--- src/rtl/mio_arb_pkg.sv ---
// rtl/mio_arb_pkg.sv - shared owner encodings and defaults for the MIO bus arbiter
//
// Contents:
//   owner_t          one-hot owner encoding, also driven directly onto grant
//   TIMEOUT_CYC_DEF  default watchdog limit for a locked DMA burst
//   cnt_width()      counter width able to hold 0..limit
package mio_arb_pkg;

    typedef enum logic [1:0] {
        GNT_NONE = 2'b00,
        GNT_CPU  = 2'b01,
        GNT_DMA  = 2'b10
    } owner_t;

    localparam int TIMEOUT_CYC_DEF = 64;

    function automatic int cnt_width(input int limit);
        return (limit < 1) ? 1 : $clog2(limit + 1);
    endfunction

endpackage

--- src/rtl/mio_arb_wdog.sv ---
// rtl/mio_arb_wdog.sv - locked-DMA watchdog forcing the bus back to the CPU
//
// Parameters:
//   TIMEOUT_CYC    consecutive locked DMA cycles allowed before a forced release
// Ports:
//   clk, rst       clock, synchronous active-low reset
//   locked         DMA owns the bus this cycle with dma_req & dma_lock
//   owner_change   owner register will take a different value at this edge
//   cpu_req        CPU is waiting for the bus
//   force_release  combinational: this is the last locked cycle DMA is granted
//   timeout_flag   registered one-cycle pulse in the first cycle after release
module mio_arb_wdog
    import mio_arb_pkg::*;
#(
    parameter int TIMEOUT_CYC = TIMEOUT_CYC_DEF
) (
    input  logic clk,
    input  logic rst,
    input  logic locked,
    input  logic owner_change,
    input  logic cpu_req,
    output logic force_release,
    output logic timeout_flag
);

    localparam int            CW       = cnt_width(TIMEOUT_CYC);
    localparam logic [CW-1:0] CNT_MAX  = CW'(TIMEOUT_CYC);
    localparam logic [CW-1:0] CNT_LAST = CW'(TIMEOUT_CYC - 1);
    localparam logic [CW-1:0] CNT_ONE  = CW'(1);

    // cnt holds the number of locked DMA cycles already completed, so the
    // current cycle is number cnt+1; release fires when that reaches the limit.
    logic [CW-1:0] cnt;

    assign force_release = locked && cpu_req && (cnt >= CNT_LAST);

    always_ff @(posedge clk) begin
        if (!rst) begin
            cnt          <= '0;
            timeout_flag <= 1'b0;
        end else begin
            timeout_flag <= force_release;
            // With no CPU waiting the lock is honoured and the count parks at the limit.
            if (locked && !owner_change) begin
                if (cnt != CNT_MAX) begin
                    cnt <= cnt + CNT_ONE;
                end
            end else begin
                cnt <= '0;
            end
        end
    end

endmodule

--- src/rtl/mio_bus_arbiter.sv ---
// rtl/mio_bus_arbiter.sv - two-master (CPU/DMA) arbiter for the MIO address decoder
//
// Build option: define MIO_ARB_TIMEOUT_EN to include the locked-DMA watchdog;
// without it the lock is honoured indefinitely and timeout_flag is tied low.
//
// Ports:
//   clk, rst                          clock, synchronous active-low reset
//   cpu_req/addr/wdata/we             CPU bus cycle request
//   cpu_rdata, cpu_ack                CPU read data and per-cycle acknowledge
//   dma_req/lock/addr/wdata/we        DMA bus cycle request, lock holds a burst
//   dma_rdata, dma_ack                DMA read data and per-cycle acknowledge
//   bus_addr, bus_wdata, bus_mem_w    muxed cycle towards the decoder
//   bus_rdata                         decoder read-back
//   grant                             registered one-hot owner (01 CPU, 10 DMA)
//   timeout_flag                      pulse after a forced DMA release
module mio_bus_arbiter
    import mio_arb_pkg::*;
#(
    parameter int TIMEOUT_CYC = TIMEOUT_CYC_DEF
) (
    input  logic        clk,
    input  logic        rst,
    input  logic        cpu_req,
    input  logic [31:0] cpu_addr,
    input  logic [31:0] cpu_wdata,
    input  logic        cpu_we,
    output logic [31:0] cpu_rdata,
    output logic        cpu_ack,
    input  logic        dma_req,
    input  logic        dma_lock,
    input  logic [31:0] dma_addr,
    input  logic [31:0] dma_wdata,
    input  logic        dma_we,
    output logic [31:0] dma_rdata,
    output logic        dma_ack,
    output logic [31:0] bus_addr,
    output logic [31:0] bus_wdata,
    output logic        bus_mem_w,
    input  logic [31:0] bus_rdata,
    output logic [1:0]  grant,
    output logic        timeout_flag
);

    if (TIMEOUT_CYC < 1) begin : g_bad_timeout
        $error("mio_bus_arbiter: TIMEOUT_CYC must be at least 1");
    end

    owner_t owner;
    owner_t last_gnt;
    owner_t next_owner;
    logic   dma_keep;
    logic   force_release;
    logic   cpu_sel;
    logic   dma_sel;

    // A master is serviced only in cycles where it owns the bus and still
    // requests; this single term drives ack, data return and the write strobe.
    assign cpu_sel = (owner == GNT_CPU) && cpu_req;
    assign dma_sel = (owner == GNT_DMA) && dma_req;

    assign dma_keep = (owner == GNT_DMA) && dma_req && dma_lock;

    always_comb begin
        next_owner = GNT_NONE;
        if (dma_keep && !force_release) begin
            next_owner = GNT_DMA;
        end else if (force_release) begin
            next_owner = GNT_CPU;
        end else if (cpu_req && dma_req) begin
            next_owner = (last_gnt == GNT_CPU) ? GNT_DMA : GNT_CPU;
        end else if (cpu_req) begin
            next_owner = GNT_CPU;
        end else if (dma_req) begin
            next_owner = GNT_DMA;
        end
    end

    // last_gnt starts at DMA so the CPU wins the first contention after reset.
    always_ff @(posedge clk) begin
        if (!rst) begin
            owner    <= GNT_NONE;
            last_gnt <= GNT_DMA;
        end else begin
            owner <= next_owner;
            if (next_owner != GNT_NONE) begin
                last_gnt <= next_owner;
            end
        end
    end

    assign grant = owner;

    assign cpu_ack   = cpu_sel;
    assign dma_ack   = dma_sel;
    assign cpu_rdata = cpu_sel ? bus_rdata : 32'd0;
    assign dma_rdata = dma_sel ? bus_rdata : 32'd0;

    assign bus_addr  = cpu_sel ? cpu_addr  : (dma_sel ? dma_addr  : 32'd0);
    assign bus_wdata = cpu_sel ? cpu_wdata : (dma_sel ? dma_wdata : 32'd0);
    assign bus_mem_w = (cpu_sel && cpu_we) || (dma_sel && dma_we);

`ifdef MIO_ARB_TIMEOUT_EN
    logic owner_change;
    assign owner_change = (next_owner != owner);

    mio_arb_wdog #(
        .TIMEOUT_CYC(TIMEOUT_CYC)
    ) u_wdog (
        .clk          (clk),
        .rst          (rst),
        .locked       (dma_keep),
        .owner_change (owner_change),
        .cpu_req      (cpu_req),
        .force_release(force_release),
        .timeout_flag (timeout_flag)
    );
`else
    assign force_release = 1'b0;
    assign timeout_flag  = 1'b0;
`endif

endmodule

--- config.mk ---
export PLATFORM = sky130hd
export DESIGN_NAME = mio_bus_arbiter
export DESIGN_NICKNAME = d
export VERILOG_FILES = /design/src/rtl/mio_arb_pkg.sv /design/src/rtl/mio_arb_wdog.sv /design/src/rtl/mio_bus_arbiter.sv
export SDC_FILE = /design/constraint.sdc
export NUM_CORES = 1
export LEC_CHECK = 0
export BUFFER_PORTS_ARGS = -buffer_cell sky130_fd_sc_hd__buf_2
export CORE_AREA = 2 2 116 118
export CTS_CLUSTER_DIAMETER = 120
export DETAILED_ROUTE_END_ITERATION = 12
export DIE_AREA = 0 0 118 120
export SLEW_MARGIN = 20
export SYNTH_ARGS = -nofsm -noshare
export SYNTH_HDL_FRONTEND = slang
export SYNTH_SLANG_ARGS = --single-unit
export TNS_END_PERCENT = 5
--- constraint.sdc ---
create_clock -name clk -period 1.4 [get_ports clk]
set_input_delay 0.21 -clock clk [delete_from_list [all_inputs] [get_ports clk]]
set_output_delay 0.21 -clock clk [all_outputs]
set_load 0.01 [all_outputs]
# After elaboration in Yosys (flattened, before gate mapping)

Cells that the tools add are included.

Bits in registers: 4
Bits of input ports: 167
Output and inout bits: 134
Word-level logic and storage cells: 24

Equality and inequality tests: 3
Mux-type cells: 11
Reduce and logical (&&, ||, !) cells: 8

Operators with widths:

| operator                                            | count |
|---|---|
| 2-to-1 mux 32 bit                                   | 6 |
| 2-to-1 mux 2 bit                                    | 5 |
| logical AND 1 bit                                   | 6 |
| equality test 2 x 1 -> 1 bit, second input constant | 2 |
| equality test 2 bit, second input constant          | 1 |
| nonzero test 2 bit                                  | 1 |
| logical OR 1 bit                                    | 1 |

# Logic depth before layout (Yosys ltp)

Gate-level depths: netlist (run 1).

Word-level depth: 5
Depth in mapped cells: 5
Mapped depth without buffers: 3

# Least setup slack after synthesis (run 1)

No wires, ideal clock.

Kind: reg2out
Start: register owner[1], in the netlist grant[1]
End: output dma_rdata[10]
Arrival time: 1.106 ns
Data required time: 1.190 ns
Path slack: 0.084 ns
Stages on the path, launching flop included: 5
Path buffers: 2
Path through: dfxtp_1 > and3b_1 > buf_4 > clkbuf_1 > and2_1

Cells in the longest elaborated chain, start to end: 3

RTL lines:

| what                   | line                  | source |
|---|---|---|
| from (decl)            | mio_bus_arbiter.sv:48 | `owner_t owner;` |
| from (signal assigned) | mio_bus_arbiter.sv:84 | `owner <= next_owner;` |
| equality test 2 bit    | mio_bus_arbiter.sv:59 | `assign dma_sel = (owner == GNT_DMA) && dma_req;` |
| logical AND 1 bit      | mio_bus_arbiter.sv:59 |  |
| 2-to-1 mux 32 bit      | mio_bus_arbiter.sv:96 | `assign dma_rdata = dma_sel ? bus_rdata : 32'd0;` |
| to (decl)              | mio_bus_arbiter.sv:34 | `output logic [31:0] dma_rdata,` |

Every way passes these cells.

# Worst setup path in the final report (run 1)

Start: register owner[0], in the netlist grant[0]
End: output bus_addr[17]

Cells in the longest elaborated chain, start to end: 4
Elaborated cells on any way between the ends: 6
Classes of those cells: 2 x eq/ne; 2 x mux; 2 x reduce/logical

RTL lines:

| what                  | line                  | source |
|---|---|---|
| equality test 2 bit   | mio_bus_arbiter.sv:59 |  |
| logical AND 1 bit     | mio_bus_arbiter.sv:59 |  |
| 2-to-1 mux 32 bit     | mio_bus_arbiter.sv:98 | `assign bus_addr = cpu_sel ? cpu_addr : (dma_sel ? dma_addr : 32'd0);` |
| 2-to-1 mux 32 bit (*) | mio_bus_arbiter.sv:98 |  |
| to (decl)             | mio_bus_arbiter.sv:36 | `output logic [31:0] bus_addr,` |

Every way passes the cells marked *; elsewhere a longest branch is shown, timed or not.

==> results.py, run 1 <==
metrics = {
    "status": {
        "outcome": "complete, but fails checks",
        "violations": "negative setup slack",
    },
    "timing": {
        "slew_viol_final": 0,
        "setup_viol": 131,
        "fin_hold_ws_ns": 0.197,
        "fmax_mhz": 618,
        "setup-tns-final_ns": -18.92,
        "rsz0062_at_grt": "yes",
        "post-route-period-util_pct": 116,
        "fin_skew_ns": 0.00113,
        "fin_ws_ns": -0.219,
        "hold_violations": 0,
        "period_needed_ns": 1.62,
    },
    "clock_tree": {
        "worstSkewPairLatency_ns": 0.22,
        "cts.sinks": 4,
        "root_buffer": "clkbuf_16",
        "numCtsBuffers": 3,
        "cts_tree": "yes",
        "clock_path_buffers": 2,
        "cts.htree.levels": 1,
        "clkTransAtPathRegs_ns": 0.03,
    },
    "die": {
        "rows": 42,
        "dieArea_mm2": 0.0142,
        "initial_core_util_pct": 9.75,
        "core_mm2": 0.0130,
        "ios": 301,
        "die_h_um": 120,
        "chipWidth_um": 118,
    },
    "global_routing": {
        "grt_pass1_vias": 2281,
        "grt_use_total_pct": 11.2,
        "antenna_found_initial": 2,
        "grt_pass1_wl_mm": 12.5,
        "grt_max_degree": 52,
        "overflow": 0,
    },
    "detailed_routing": {
        "wl_mm": 8.92,
        "num_vias": 2483,
        "ant_nets": 0,
        "wl_per_cell_um": 14.1,
        "via_per_inst": 3.93,
        "drtIter0Drc": 48,
        "dr.pass1.iters": 4,
        "route.detailed.drc": 0,
    },
    "critical_path": {
        "crit_start": "grant[0]$_SDFF_PN0_",
        "end_kind": "output port",
        "critPathKind": "flop to output port",
        "slowest_delay_ns": 0.31,
        "cp_max_fo": 49,
        "r2r-end": "grant[0]$_SDFF_PN0_",
        "r2r_cells": 4,
        "path_cells": "and3b_2, buf_12, a22o_1, buf_2",
        "reg2reg_slack_ns": 0.15,
        "start_kind": "flop",
        "crit_end": "bus_addr[17]",
        "worstPathRequired_ns": 1.19,
        "crit_arrival_ns": 1.41,
        "slowest_stage": "dfxtp_2",
        "r2r_start": "grant[0]$_SDFF_PN0_",
    },
    "synthesis": {
        "ys_ff_latch": 4,
        "async_reset_ff_share_pct": 0,
        "netlist_area_mm2": 0.00126,
        "synth_top_area_share_pct": 45.0,
        "netlist_top_cells_area": "a22o_1, and2_1, buf_2",
        "synth_ff_type": "dfxtp_1",
        "synth.distinct_cells": 19,
        "yosys.area.top_type": "a22o_1",
        "yosysSeqAreaShare_pct": 6.33,
        "yosysMostFrequentCell": "a22o_1",
        "netlist_instances": 170,
        "syn_area_per_cell_um2": 7.44,
        "yosys_warnings": 0,
        "synthTopCellsByCount": "a22o_1, and2_1, buf_2",
        "synth_edf_count": 0,
        "syn-num-nets": 337,
    },
    "pwr": {
        "vdd_drop_max_uv": 435,
        "finalPower_mw": 1.21,
        "power_frac_clock_pct": 36.1,
        "combPwrFrac_pct": 53.4,
        "p_per_area_mw_per_mm2": 400,
        "power.net_switching_uw": 377,
        "p_int_uw": 837,
        "switching_share_pct": 31.1,
        "seq_power_share_pct": 10.5,
        "leakage_nw": 1.92,
    },
    "cells_and_area": {
        "area_growth_pct": 140,
        "final_util_pct": 23.4,
        "num-fill-cells": 1442,
        "fin_nets": 624,
        "layout-drive-gt1-share_pct": 68.6,
    },
    "hold_path": {
        "min_path_type": "primary input to flop",
    },
    "place": {
        "post-dp-hpwl_mm": 7.71,
        "gp_congestion": 0.734,
        "port_buffers": 299,
    },
    "run": {
        "maxCapViolCount": 0,
    },
}
-- how the worst min path moves through the flow --
stage                     startpoint                        to  depth (start not counted)
after floorplan                  rst  last_gnt[1]$_SDFFE_PN1P_                          1
after global placement           rst  last_gnt[1]$_SDFFE_PN1P_                          2
after detailed placement         rst  last_gnt[1]$_SDFFE_PN1P_                          2
after CTS                        rst  last_gnt[1]$_SDFFE_PN1P_                          2
after global routing             rst  last_gnt[1]$_SDFFE_PN1P_                          2
final                            rst  last_gnt[1]$_SDFFE_PN1P_                          2
-- worst max-delay path: cells and delay by family, from the launching register on --
family	cells	cell delay, ns
and+or+nand+nor	1	0.29
AOI/OAI and AO/OA	1	0.18
buffers and inverters	2	0.35
DFF	1	0.31
-- per-layer routing --
layer  vias to the layer above  wire length, um  GRT usage, %
li1                       1205                -             -
met1                      1089             4070          15.3
met2                       187             4080          19.2
met3                         2              748          1.62
met4                         0               19          1.13
met5                         -                0             0
-- layout by cell type (no fill, tap or decap), types with 2 or more instances in the layout --
| cell | synthesis | routed |
|---|---|---|
| nand2_1 | 3 | 3 |
| buf_4 | 3 | 2 |
| buf_12 | 0 | 4 |
| dfxtp_2 | 0 | 2 |
| and2_1 | 64 | 63 |
| clkbuf_16 | 0 | 3 |
| dfxtp_1 | 4 | 2 |
| nand3_1 | 2 | 2 |
| buf_2 | 16 | 297 |
| a22o_1 | 65 | 65 |
-- power by group through the flow --
| stage | Combinational (mW) | Clock, mW | Sequential (mW) |
|---|---|---|---|
| 4_1_cts | 0.656 | 0.445 | 0.128 |
| 3_3_place_gp | 0.651 | 0 | 0.128 |
| 6_report | 0.648 | 0.439 | 0.128 |
| 3_5_place_dp | 0.650 | 0 | 0.129 |
| 5_1_grt | 0.706 | 0.460 | 0.128 |
| 2_1_floorplan | 0.245 | 0 | 0.129 |
-- flip-flops by register name, indices dropped and copies added, names as in the netlist --
register / cells
grant: 2
last_gnt: 2
-- logic make-up after synthesis --
group / count (synthesis) / synth area share [%]
AO/OA/AOI/OAI: 69 / 47.4
buffers and inverters: 23 / 9.89
flip-flops: 4 / 6.33
other: 1 / 0.296
AND/OR/NAND/NOR: 73 / 36.1
-- final cells by class --
type | instances | area (um2) | area share [%]
repair buffers | 304 | 1590 | 52.4
inverters | 1 | 3.75 | 0.123
clock buffers | 3 | 75.1 | 2.47
diodes | 1 | 2.50 | 0.0823
well taps | 176 | 220 | 7.24
multi-input cells | 143 | 1060 | 35.0
flip-flops and latches | 4 | 82.6 | 2.72
-- metrics by stage --
stage / setup slack (ns) / area [um2] / std cells
detailed placement: -0.0158 / 2950 / 628
finish: -0.219 / 3040 / 632
global route: -0.258 / 3040 / 631
floorplan: 0.0836 / 1260 / 170
CTS: -0.213 / 3040 / 631
global placement: -0.00894 / 2950 / 628
-- timing repair --
item	CTS	global route
pin swaps	34	28
buffers inserted	0	0
gates resized for setup	5	0
hold buffers	0	0
setup endpoints to repair	131	131
(Power assumes the default switching activity.)
==> inputs of run 2 (changes only) <==
--- a/config.mk
+++ b/config.mk
@@ -11,4 +11,5 @@
 export DETAILED_ROUTE_END_ITERATION = 12
 export DIE_AREA = 0 0 118 120
+export SETUP_SLACK_MARGIN = 0.02
 export SLEW_MARGIN = 20
 export SYNTH_ARGS = -nofsm -noshare
==> constraint.sdc (replaced) <==
create_clock -name clk -period 1.4 [get_ports clk]
set_input_delay 0.07 -clock clk [delete_from_list [all_inputs] [get_ports clk]]
set_output_delay 0.07 -clock clk [all_outputs]
set_load 0.01 [all_outputs]
==> results.py, run 2 (synthesis results as in run 1) <==
metrics = {
    "status": {
        "outcome": "complete, but fails checks",
        "violations": "negative setup slack",
    },
    "critical_path": {
        "slowest_delay_ns": 0.32,
        "path_cells": "and3b_2, buf_4, clkbuf_16, a22o_1, buf_2",
        "crit_arrival_ns": 1.43,
        "end_kind": "output port",
        "cp_max_fo": 6,
        "cp_top_family": "buffers and inverters",
        "path_buf_inv": 3,
        "start_kind": "flop",
        "worstPathRequired_ns": 1.33,
        "slowest_stage": "dfxtp_2",
        "critPathKind": "flop to output port",
    },
    "hold_path": {
        "min_path_type": "primary input to flop",
    },
    "global_routing": {
        "antenna_found_initial": 0,
        "grt_pass1_wl_mm": 12.7,
        "grt_use_total_pct": 11.5,
        "grt_pass1_vias": 2258,
        "overflow": 0,
        "grt_max_degree": 51,
    },
    "cells_and_area": {
        "num-fill-cells": 1442,
        "regArea_um2": 82.6,
        "layout-drive-gt1-share_pct": 70.4,
        "area_growth_pct": 154,
        "final_common_cell": "buf_2",
        "antenna_cells": 0,
        "layout_common_cells": "buf_2, a22o_1, and2_1",
        "multi_input_area_mm2": 0.00108,
        "fin_nets": 632,
        "post-route-cell-area_mm2": 0.00322,
    },
    "pwr": {
        "vdd_drop_max_uv": 420,
        "seq_power_share_pct": 10.1,
        "leakage_nw": 2.00,
        "power.net_switching_uw": 397,
        "p_per_area_mw_per_mm2": 391,
        "combPwrFrac_pct": 55.0,
        "p_int_uw": 861,
        "switching_share_pct": 31.6,
        "finalPower_mw": 1.26,
        "power_frac_clock_pct": 34.9,
    },
    "detailed_routing": {
        "wl_mm": 10.1,
        "dr.pass1.iters": 5,
        "num_vias": 2560,
        "ant_nets": 0,
        "wl_per_cell_um": 15.7,
        "via_per_inst": 4.01,
        "route.detailed.drc": 0,
        "drtIter0Drc": 105,
    },
    "die": {
        "initial_core_util_pct": 9.75,
        "core_mm2": 0.0130,
        "die_h_um": 120,
        "rows": 42,
        "ios": 301,
        "dieArea_mm2": 0.0142,
        "chipWidth_um": 118,
    },
    "clock_tree": {
        "numCtsBuffers": 3,
        "clkTransAtPathRegs_ns": 0.03,
        "cts_tree": "yes",
        "cts.sinks": 4,
        "hold_buffers": 0,
        "clock_path_buffers": 2,
        "worstSkewPairLatency_ns": 0.22,
        "root_buffer": "clkbuf_16",
        "cts.htree.levels": 1,
    },
    "timing": {
        "period_needed_ns": 1.50,
        "setup-tns-final_ns": -4.64,
        "slew_viol_final": 0,
        "fin_skew_ns": 0.00286,
        "fmax_mhz": 668,
        "rsz0062_at_grt": "yes",
        "post-route-period-util_pct": 107,
        "setup_viol": 97,
        "hold_violations": 0,
        "fin_ws_ns": -0.0962,
    },
    "place": {
        "gp_congestion": 0.746,
        "placed_area_mm2": 0.00294,
        "post-dp-hpwl_mm": 7.68,
        "port_buffers": 299,
    },
    "run": {
        "maxCapViolCount": 0,
    },
}
[run 2: final timing paths]
check / from / end / slack, ns / cells past startpoint
hold reg to reg: last_gnt[1]$_SDFFE_PN1P_ / last_gnt[1]$_SDFFE_PN1P_ / 0.51 / 2
setup reg to reg: grant[0]$_SDFF_PN0_ / grant[0]$_SDFF_PN0_ / 0.12 / 5
hold / removal: rst / last_gnt[1]$_SDFFE_PN1P_ / 0.07 / 2
setup / recovery: grant[0]$_SDFF_PN0_ / bus_wdata[25] / -0.1 / 5
[run 2: final cells by class]
type	instances	share of cell area, %
flip-flops and latches	4	2.57
multi-input cells	143	33.5
clock buffers	3	2.33
inverters	1	0.117
repair buffers	312	54.6
well taps	176	6.85
[run 2: layer usage]
layer  vias to the layer above  track usage (%)  part of all wire (%)
li1                       1223                -                     -
met1                      1147             16.1                    45
met2                       186             19.4                    46
met3                         4             1.66                   7.7
met4                         0             1.13                  0.85
met5                         -                0                     0
[run 2: timing repair]
| action | 4_1_cts | 5_1_grt |
|---|---|---|
| setup endpoints to repair | 115 | 131 |
| gates resized for setup | 8 | 10 |
| gates cloned | 1 | 5 |
| buffers inserted | 1 | 3 |
| pin swaps | 27 | 8 |
[run 2: worst register-to-register path, cell delays in order, from the launching register on]
cell	delay, ns
dfxtp_2	0.31
and3b_2	0.25
buf_6	0.16
clkbuf_16	0.18
nand2_1	0.08
and4_1	0.19
[run 2: per-stage QoR]
| stage | cells | utilization (%) | hold WS [ns] | worst slack [ns] |
|---|---|---|---|---|
| 2_1_floorplan | 170 | - | 0.142 | 0.203 |
| 3_3_place_gp | 627 | 22.7 | 0.295 | 0.129 |
| 3_5_place_dp | 627 | 22.7 | 0.291 | 0.125 |
| 4_1_cts | 632 | 23.8 | 0.0637 | -0.101 |
| 5_1_grt | 639 | 24.8 | 0.0806 | -0.134 |
| 6_report | 639 | 24.8 | 0.0690 | -0.0962 |
[run 2: power groups by stage]
stage	sequential, mW	combinational, mW	clock, mW
3_3_place_gp	0.128	0.649	0
4_1_cts	0.128	0.669	0.450
3_5_place_dp	0.128	0.650	0
6_report	0.127	0.692	0.439
2_1_floorplan	0.129	0.245	0
5_1_grt	0.128	0.748	0.463
==> inputs of run 3 (changes only) <==
Settings changed: GPL_TIMING_DRIVEN set to 0.
==> results.py, run 3 (synthesis results as in run 1) <==
metrics = {
    "status": {
        "outcome": "complete, but fails checks",
        "violations": "negative setup slack",
    },
    "timing": {
        "hold_violations": 0,
        "fin_ws_ns": -0.113,
        "post-route-period-util_pct": 108,
        "fin_hold_ws_ns": 0.0765,
        "rsz0062_at_grt": "yes",
        "fmax_mhz": 661,
        "setup_viol": 101,
        "fin_skew_ns": 0.00414,
        "slew_viol_final": 0,
        "period_needed_ns": 1.51,
    },
    "pwr": {
        "leakage_nw": 2.13,
        "p_per_area_mw_per_mm2": 374,
        "vdd_drop_max_uv": 290,
    },
    "detailed_routing": {
        "wl_per_cell_um": 14.7,
        "wl_met2_mm": 4.63,
        "wl_mm": 9.69,
        "dr.pass1.iters": 4,
        "drtIter0Drc": 65,
        "routed.top_layer": "met4",
        "ant_nets": 0,
        "drt-met1-wl_mm": 3.70,
        "route.detailed.drc": 0,
        "via_per_inst": 3.88,
        "num_vias": 2553,
        "dr_wl_met3_mm": 1.30,
    },
    "cells_and_area": {
        "post-route-cell-area_mm2": 0.00349,
        "layout-drive-gt1-share_pct": 73.0,
        "fin_nets": 651,
        "layout_common_cells": "buf_2, a22o_1, and2_1",
        "num-fill-cells": 1450,
        "antenna_cells": 0,
        "final_common_cell": "buf_2",
        "area_growth_pct": 176,
    },
    "die": {
        "dieArea_mm2": 0.0142,
        "ios": 301,
        "rows": 42,
        "die_h_um": 120,
        "initial_core_util_pct": 9.75,
        "chipWidth_um": 118,
        "core_mm2": 0.0130,
    },
    "place": {
        "port_buffers": 299,
        "post-dp-hpwl_mm": 8.15,
        "dp_slack_ns": -0.171,
        "placed_area_mm2": 0.00298,
        "gp_congestion": 0.784,
    },
    "clock_tree": {
        "cts.sinks": 4,
        "root_buffer": "clkbuf_16",
        "hold_buffers": 0,
        "cts.htree.levels": 1,
        "clock_path_buffers": 2,
        "numCtsBuffers": 3,
        "worstSkewPairLatency_ns": 0.22,
        "cts_tree": "yes",
        "clkTransAtPathRegs_ns": 0.03,
    },
    "critical_path": {
        "cp_top_family": "buffers and inverters",
        "critPathKind": "flop to output port",
        "reg2reg_slack_ns": 0.07,
        "start_kind": "flop",
        "cp_max_fo": 10,
        "path_cells": "and3b_2, buf_12, buf_6, a22o_1, buf_2",
        "r2r_cells": 6,
        "path_buf_inv": 3,
        "slowest_delay_ns": 0.32,
        "worstPathRequired_ns": 1.33,
        "crit_start": "grant[0]$_SDFF_PN0_",
        "slowest_stage": "dfxtp_2",
        "r2r-end": "last_gnt[0]$_SDFFE_PN0P_",
        "r2r_start": "grant[0]$_SDFF_PN0_",
        "end_kind": "output port",
        "crit_arrival_ns": 1.44,
    },
    "hold_path": {
        "hold_depth": 2,
        "hold_start": "rst",
        "min_to": "last_gnt[1]$_SDFFE_PN1P_",
        "min_path_type": "primary input to flop",
    },
    "global_routing": {
        "grt_use_total_pct": 12.4,
        "grt_max_degree": 11,
        "antenna_found_initial": 0,
        "grt_pass1_wl_mm": 13.6,
        "grt_pass1_vias": 2481,
        "overflow": 0,
    },
    "run": {
        "maxCapViolCount": 0,
    },
}
-- run 3: area by class of cell --
cell class	instances	area [um2]	area share (%)
Multi-Input combinational cell	143	1100	31.4
Inverter	1	3.75	0.108
Clock buffer	3	75.1	2.15
Timing Repair Buffer	309	1760	50.3
Tap cell	176	220	6.31
Buffer	22	256	7.35
Sequential cell	4	82.6	2.37
-- run 3: where the power goes --
group	switching, mW	leakage, nW	internal (mW)
clock	0.0768	0.0370	0.365
sequential	0.00394	0.0339	0.123
combinational	0.317	2.06	0.419
-- run 3: worst max-delay path by stage --
stage / end / slack [ns] / cells after the start
after floorplan: grant[0]$_SDFF_PN0_ / 0.20 / 5
after global placement: cpu_rdata[8] / -0.18 / 6
after detailed placement: cpu_rdata[8] / -0.17 / 6
after CTS: bus_mem_w / -0.15 / 5
after global routing: dma_rdata[26] / -0.17 / 5
final: bus_wdata[17] / -0.11 / 5
-- run 3: stage by stage --
step	util, %	instances	power [mW]	setup TNS (ns)
final	26.9	658	1.30	-7.57
after floorplan	-	170	0.374	0
after global routing	26.9	658	1.38	-14.07
after CTS	25.9	658	1.29	-10.86
after global placement	23.0	645	0.777	-3.00
after detailed placement	23.0	645	0.776	-2.60
-- run 3: repair_timing --
action,in CTS,in global routing
endpoints found under the setup margin,131,131
setup buffers,6,0
pin swaps,4,13
hold endpoints to repair,0,0
gates resized for setup,61,39
gates cloned,4,0
-- run 3: worst register-to-register path: cells and delay by family (launching register included) --
kind / cells / cell delay [ns]
and+or+nand+nor: 2 / 0.39
buffers and inverters: 3 / 0.39
DFF: 1 / 0.31
AOI/OAI and AO/OA: 1 / 0.13
-- run 3: metal layers --
metal  track usage [%]  up-vias
li1                  -     1256
met1              13.9     1107
met2              22.4      186
met3              5.56        4
met4              1.36        0
met5                 0        -
